===== src/rtl/config_write_sequencer.sv =====
// Round-robin arbiter and two-beat (address, then data) sequencer for
// configuration-register fills from N_REQ requesters.
module config_write_sequencer #(
    parameter int unsigned N_REQ  = 2,
    parameter int unsigned ADDR_W = 7,
    parameter int unsigned DATA_W = 16
) (
    input  logic                     clk,
    input  logic                     rst_n,
    input  logic [N_REQ-1:0]         req_valid,
    output logic [N_REQ-1:0]         req_ready,
    input  logic [N_REQ*ADDR_W-1:0]  req_addr,
    input  logic [N_REQ*ADDR_W-1:0]  req_len,
    input  logic [N_REQ*DATA_W-1:0]  req_value,
    output logic [N_REQ-1:0]         done,
    output logic                     busy,
    output logic [DATA_W-1:0]        cfg_data,
    output logic                     cfg_valid,
    input  logic                     cfg_ready,
    output logic [15:0]              write_count
);

    localparam int unsigned GNT_W = (N_REQ > 1) ? $clog2(N_REQ) : 1;
    localparam int unsigned CNT_W = 16;

    localparam logic [1:0] S_IDLE = 2'd0;
    localparam logic [1:0] S_ADDR = 2'd1;
    localparam logic [1:0] S_DATA = 2'd2;

    localparam logic [ADDR_W-1:0] ADDR_MAX = '1;
    localparam logic [CNT_W-1:0]  CNT_MAX  = '1;

    logic [1:0]        state, state_d;
    logic [ADDR_W-1:0] cur_addr, cur_addr_d;
    logic [ADDR_W-1:0] remaining, remaining_d;
    logic [DATA_W-1:0] value_q, value_d;
    logic [GNT_W-1:0]  grant_q, grant_d;
    logic [GNT_W-1:0]  last_grant, last_grant_d;
    logic              cfg_valid_d;
    logic [DATA_W-1:0] cfg_data_d;
    logic [N_REQ-1:0]  done_d;
    logic              busy_d;
    logic [CNT_W-1:0]  write_count_d;

    logic              sel_found;
    logic [GNT_W-1:0]  sel_idx;
    logic [GNT_W-1:0]  cand;
    logic [ADDR_W-1:0] sel_addr;
    logic [ADDR_W-1:0] sel_len;
    logic [DATA_W-1:0] sel_value;

    // Round-robin pick: search starts one past the last granted requester.
    always_comb begin
        sel_found = 1'b0;
        sel_idx   = '0;
        cand      = '0;
        for (int unsigned k = 1; k <= N_REQ; k++) begin
            cand = GNT_W'((32'(last_grant) + k) % N_REQ);
            if (!sel_found && req_valid[cand]) begin
                sel_found = 1'b1;
                sel_idx   = cand;
            end
        end
    end

    always_comb begin
        sel_addr  = '0;
        sel_len   = '0;
        sel_value = '0;
        for (int unsigned i = 0; i < N_REQ; i++) begin
            if (32'(sel_idx) == i) begin
                sel_addr  = req_addr[i*ADDR_W +: ADDR_W];
                sel_len   = req_len[i*ADDR_W +: ADDR_W];
                sel_value = req_value[i*DATA_W +: DATA_W];
            end
        end
    end

    // Next-state and next-output logic; req_ready is the only combinational output.
    always_comb begin
        state_d       = state;
        cur_addr_d    = cur_addr;
        remaining_d   = remaining;
        value_d       = value_q;
        grant_d       = grant_q;
        last_grant_d  = last_grant;
        cfg_valid_d   = cfg_valid;
        cfg_data_d    = cfg_data;
        done_d        = '0;
        write_count_d = write_count;
        req_ready     = '0;

        case (state)
            S_IDLE: begin
                cfg_valid_d = 1'b0;
                cfg_data_d  = '0;
                if (sel_found) begin
                    req_ready[sel_idx] = 1'b1;
                    cur_addr_d   = sel_addr;
                    remaining_d  = sel_len;
                    value_d      = sel_value;
                    grant_d      = sel_idx;
                    last_grant_d = sel_idx;
                    cfg_valid_d  = 1'b1;
                    cfg_data_d   = DATA_W'(sel_addr);
                    state_d      = S_ADDR;
                end
            end
            S_ADDR: begin
                if (cfg_valid && cfg_ready) begin
                    cfg_valid_d = 1'b0;
                    cfg_data_d  = value_q;
                    state_d     = S_DATA;
                end
            end
            S_DATA: begin
                write_count_d = (write_count == CNT_MAX) ? write_count
                                                         : write_count + CNT_W'(1);
                // The range is clamped at the top address instead of wrapping.
                if (remaining == '0 || cur_addr == ADDR_MAX) begin
                    done_d[grant_q] = 1'b1;
                    cfg_valid_d     = 1'b0;
                    cfg_data_d      = '0;
                    state_d         = S_IDLE;
                end else begin
                    cur_addr_d  = cur_addr + ADDR_W'(1);
                    remaining_d = remaining - ADDR_W'(1);
                    cfg_valid_d = 1'b1;
                    cfg_data_d  = DATA_W'(cur_addr + ADDR_W'(1));
                    state_d     = S_ADDR;
                end
            end
            default: begin
                cfg_valid_d = 1'b0;
                cfg_data_d  = '0;
                state_d     = S_IDLE;
            end
        endcase

        busy_d = (state_d != S_IDLE);
    end

    always_ff @(posedge clk or negedge rst_n) begin
        if (!rst_n) begin
            state       <= S_IDLE;
            cur_addr    <= '0;
            remaining   <= '0;
            value_q     <= '0;
            grant_q     <= '0;
            last_grant  <= GNT_W'(N_REQ - 1);
            cfg_valid   <= 1'b0;
            cfg_data    <= '0;
            done        <= '0;
            busy        <= 1'b0;
            write_count <= '0;
        end else begin
            state       <= state_d;
            cur_addr    <= cur_addr_d;
            remaining   <= remaining_d;
            value_q     <= value_d;
            grant_q     <= grant_d;
            last_grant  <= last_grant_d;
            cfg_valid   <= cfg_valid_d;
            cfg_data    <= cfg_data_d;
            done        <= done_d;
            busy        <= busy_d;
            write_count <= write_count_d;
        end
    end

endmodule


===== config.mk =====
export PLATFORM = sky130hd
export DESIGN_NAME = config_write_sequencer
export DESIGN_NICKNAME = d
export VERILOG_FILES = /design/src/rtl/config_write_sequencer.sv
export SDC_FILE = /design/constraint.sdc
export NUM_CORES = 1
export LEC_CHECK = 0
export BUFFER_PORTS_ARGS = -buffer_cell sky130_fd_sc_hd__buf_2
export CORE_MARGIN = 2
export CORE_UTILIZATION = 56
export DETAILED_ROUTE_END_ITERATION = 12
export PLACE_DENSITY_LB_ADDON = 0.25
export SKIP_LAST_GASP = 1
export SYNTH_ARGS = -nofsm -noshare
export SYNTH_HDL_FRONTEND = slang
export SYNTH_SLANG_ARGS = --single-unit

===== constraint.sdc =====
create_clock -name clk -period 4.3 [get_ports clk]
set_input_delay 0.86 -clock clk [delete_from_list [all_inputs] [get_ports clk]]
set_output_delay 0.86 -clock clk [all_outputs]
set_load 0.05 [all_outputs]

Yosys cells after proc, flatten, opt, wreduce, memory -nomap -nowiden
Cells that the tools add are included.
Operators by class
  add/sub/neg operators: 6
  magnitude comparators: 6
  equality and inequality tests: 7
  multiplexer cells: 37
  bitwise gates (word level): 1
  reduce and logical (&&, ||, !) cells: 13
Operators by type and width (number)
  2-to-1 mux 7 bit: 7
  one-hot mux 16 bit (3 select lines): 1
  2-to-1 mux 16 bit: 2
  one-hot mux 7 bit (2 select lines): 2
  adder 16 x 1 -> 16 bit (second input constant): 1
  equality test 16 bit (second input constant): 1
  2-to-1 mux 1 bit: 14
  2-to-1 mux 2 bit: 6
  adder 7 x 1 -> 8 bit (second input constant): 1
  < comparator 1 x 2 -> 1 bit (second input constant): 4
  2-to-1 mux 8 bit: 1
  adder 7 x 1 -> 7 bit (second input constant): 1
  equality test 7 bit (second input constant): 1
  logical NOT 7 bit: 1
  subtractor 7 x 1 -> 7 bit (second input constant): 1
  inequality test 2 bit (second input constant): 3
  one-hot mux 2 bit (3 select lines): 1
  logical AND 1 bit: 4
  AND reduction 2 bit: 2
  nonzero test 2 bit: 2
  one-hot mux 1 bit (3 select lines): 1
  AND reduction 3 bit: 1
  adder 1 bit (second input constant): 2
  demux 1 bit (select 1 bit): 2
  other kinds (7): 8
Storage, ports and cells
  register bits after elaboration: 70
  input port bits: 65

Longest topological paths before layout
  depth in word-level cells: 13
  depth in mapped cells: 8
  gate-level depth less buffers: 7

Least setup slack after synthesis
No wires, ideal clock.
  kind: input to output
  start point: input port req_valid[1]
  end point: output port req_ready[1]
  data arrival time: 2.585 ns
  required time: 3.440 ns
  setup slack: 0.855 ns
  cell stages on the path: 3
  buffers on the path: 1
  path through: a21bo_2 buf_2 nor3_1
Between the ends
  word-level cells in the longest chain between the ends: 12
  elaborated cells between the ends (all ways): 17
  those cells by class: order compare: 2; mux: 12; reduce/logical: 3
RTL lines
  start: declaration: line 10  | input logic [N_REQ-1:0] req_valid,
  2-to-1 mux 1 bit (implied by the code) (2 in a row): line 59  | if (!sel_found && req_valid[cand]) begin
  2-to-1 mux 1 bit: line 59
  logical NOT 1 bit: line 59
  logical AND 1 bit: line 59
  2-to-1 mux 1 bit: line 59
  < comparator 1 x 2 -> 1 bit (implied by the code) / greater-or-equal comparator 1 bit (equally long branches): line 98  | req_ready[sel_idx] = 1'b1;
  logical AND 1 bit (implied by the code): line 98
  2-to-1 mux 1 bit (implied by the code): line 98
  demux 1 bit (select 1 bit): line 98
  2-to-1 mux 2 bit (*): line 97  | if (sel_found) begin
  2-to-1 mux 2 bit (*): line 93  | case (state)
  end: declaration: line 11  | output logic [N_REQ-1:0] req_ready,
Every way passes the cells marked *; elsewhere a longest branch is shown, timed or not. The select of a mux whose other input is x is not followed.

Final worst setup path
Same ends and word-level chain as after synthesis.

==> impl_metrics.yaml <==
timing:
  rsz0062_at_grt: "false"
  post-route-period-util_pct: 68.7
  finalHoldWorstSlack_ns: 0.459
  fmax_mhz: 339
  clock_skew_ns: 0.00835
  hold_viol_final: 0
  fin_setup_tns_ns: 0
  maxSlewHeadroom_pct: 28.1
  setup_viol: 0
  slew_violations: 0
  layout_min_cycle_time_ns: 2.95
  tightest_slew_ns: 1.08
pwr:
  leakage_nw: 2.22
  peakVddDrop_mv: 0.226
  powerDensity_nw_per_um2: 279
detailed_routing:
  vias: 3185
  drc: 0
  drt_iter0_markers: 136
  wl_per_cell_um: 15.1
  routed_wirelength_mm: 8.45
  vias_per_cell: 5.69
  antenna_left: 0
  drtPass1Iterations: 5
setup_path:
  worstReg2RegEnd: "cur_addr[2]$_DFFE_PN0P_"
  worstSetupStartpoint: "req_valid[1]"
  crit_required_ns: 3.44
  cp.arrival_ns: 2.09
  crit_chain: "buf_2 > a21bo_2 > nor3_1 > buf_4 > buf_2"
  crit_family: "compound AO/OA/AOI/OAI gates"
  crit_top_cell: "buf_2"
  cpMaxStageDelayCell: "a21bo_2"
  end_kind: "output port"
  worstReg2RegStart: "cur_addr[0]$_DFFE_PN0P_"
  crit_buf_inv: 3
  reg2reg_slack_ns: 1.75
  start_kind: "input pin"
  max_stage_delay_ns: 0.62
  r2r_cells: 6
  criticalPathCategory: "in -> out"
  worstPathMaxFanout: 27
clocking:
  ctsResizeCount: 0
  hold_buffers: 0
  clk_pin_slew_ns: 0.07
  cts_tree: "yes"
  htreeDepth: 3
  numCtsBuffers: 9
  postCtsSetupBuffers: 0
  clock-root-buffer: "clkbuf_8"
  cts_sinks: 70
  clockBufferDepth: 2
  clk_latency_ns: 0.33
placement:
  routabilityCongestion: 0.836
  dp_hpwl_mm: 6.10
  port-buffer-count: 102
die:
  dieArea_um2: 7040
  die_w_um: 83.9
  core_um2: 6280
  row_count: 29
  die_h_um: 83.9
  initial_core_util_pct: 57.0
  ios: 103
grt:
  use_met3_pct: 4.75
  grt_pass1_vias: 2997
  grt_overflow_total: 0
  antenna_found_initial: 0
  grt_use_met1_pct: 35.4
  grt_max_degree: 48
  grt.total_usage_pct: 25.1
  grt_pass1_wl_mm: 14.1
  top_usage_layer: "met2"
  met2_usage_pct: 38.8
hold_path:
  hp-start: "grant_q$_DFFE_PN0P_"
  hp-class: "reg -> reg"
  whs_endpoint: "done[0]$_DFF_PN0_"
  hold_depth: 1
synthesis:
  synth.most_common_cell: "nand2_1"
  yosysTopAreaCell: "dfrtp_1"
  syn_nets: 447
  synth.distinct_cells: 60
  synth_area_um2: 3580
  yosysSeqAreaShare_pct: 49.0
  synth_cells: 378
  synth_seq_cells: 70
  synth_edf_count: 0
  ys.flop_type: "dfrtp_1"
  avgSynthCellArea_um2: 9.46
  yosys_warnings: 0
  synth_top_area_share_pct: 48.3
  synthTopCellsByArea: "dfrtp_1, nand2_1, mux2i_1"
  synthTopCellsByCount: "nand2_1, dfrtp_1, nor2_1"
  async_reset_ff_share_pct: 100
run:
  cap_violations: 0
finish:
  synthToLayoutAreaGrowth_pct: 20.4
  diodes: 0
  drive_gt1_share_pct: 28.6
  nNetsFinal: 547
run_status:
  outcome: "finished clean"
per-layer routing:
metal	vias to the layer above	routed length [µm]	part of all wire, %
li1	1537	-	-
met1	1513	3910	46
met2	122	3940	47
met3	13	496	5.9
met4	0	101	1.2
met5	-	0	0
where the power goes:
| part | internal (mW) | switching, mW |
|---|---|---|
| sequential | 0.661 | 0.00199 |
| clock | 0.220 | 0.241 |
| combinational | 0.0347 | 0.0434 |
| total | 0.916 | 0.286 |
final cells by class:
class                   count  area, µm²
fillers                   525       1970
flip-flops and latches     70       1750
multi-input cells         286       1730
repair buffers            106        541
clock buffers              11        141
well taps                  77       96.3
clock inverters             5       25.0
inverters                   5       18.8
worst max-delay path by stage:
stage | endpoint | slack, ns | cells past startpoint
2_1_floorplan | req_ready[1] | 0.86 | 3
3_5_place_dp | req_ready[1] | 1.34 | 5
3_3_place_gp | req_ready[1] | 1.37 | 5
5_1_grt | req_ready[1] | 1.24 | 5
6_report | req_ready[1] | 1.35 | 5
4_1_cts | req_ready[1] | 1.34 | 5
cells in the final DEF (no fill, tap or decap), drive strengths merged, types with 6 or more instances in the layout:
master,count
dfrtp,69
mux2i,13
and4,6
xnor2,13
nand2,87
nor2,29
clkbuf,11
buf,106
nand3,17
a21oi,19
o21ai,14
and3,7
a22oi,6
a31oi,14
registers in the layout, summed over array words and instances (netlist names):
name / count
busy: 1
cfg_data: 16
cfg_valid: 1
cur_addr: 7
done: 2
grant_q: 1
last_grant: 1
remaining: 7
state: 2
value_q: 16
write_count: 16
kinds of logic (layout without fill, tap and decap cells):
kind of cell | Yosys count | in the layout | share of synthesized area, %
adders and majority gates | 4 | 4 | 1.40
xor gates and xnor gates | 17 | 17 | 4.16
and+or+nand+nor | 168 | 168 | 22.4
AOI/OAI and AO/OA | 82 | 82 | 16.1
buffers and inverters | 22 | 127 | 2.62
muxes | 15 | 15 | 4.27
DFF | 70 | 70 | 49.0
metrics by stage:
stage	cell area (µm²)	instances	power, mW	util (%)	setup slack [ns]
floorplan	3580	378	0.705	-	0.855
global placement	4140	544	0.753	65.9	1.37
detailed placement	4140	544	0.755	65.9	1.34
CTS	4300	560	1.20	68.6	1.34
global route	4300	560	1.25	68.6	1.24
finish	4300	560	1.20	68.6	1.35
(Power assumes the default switching activity.)
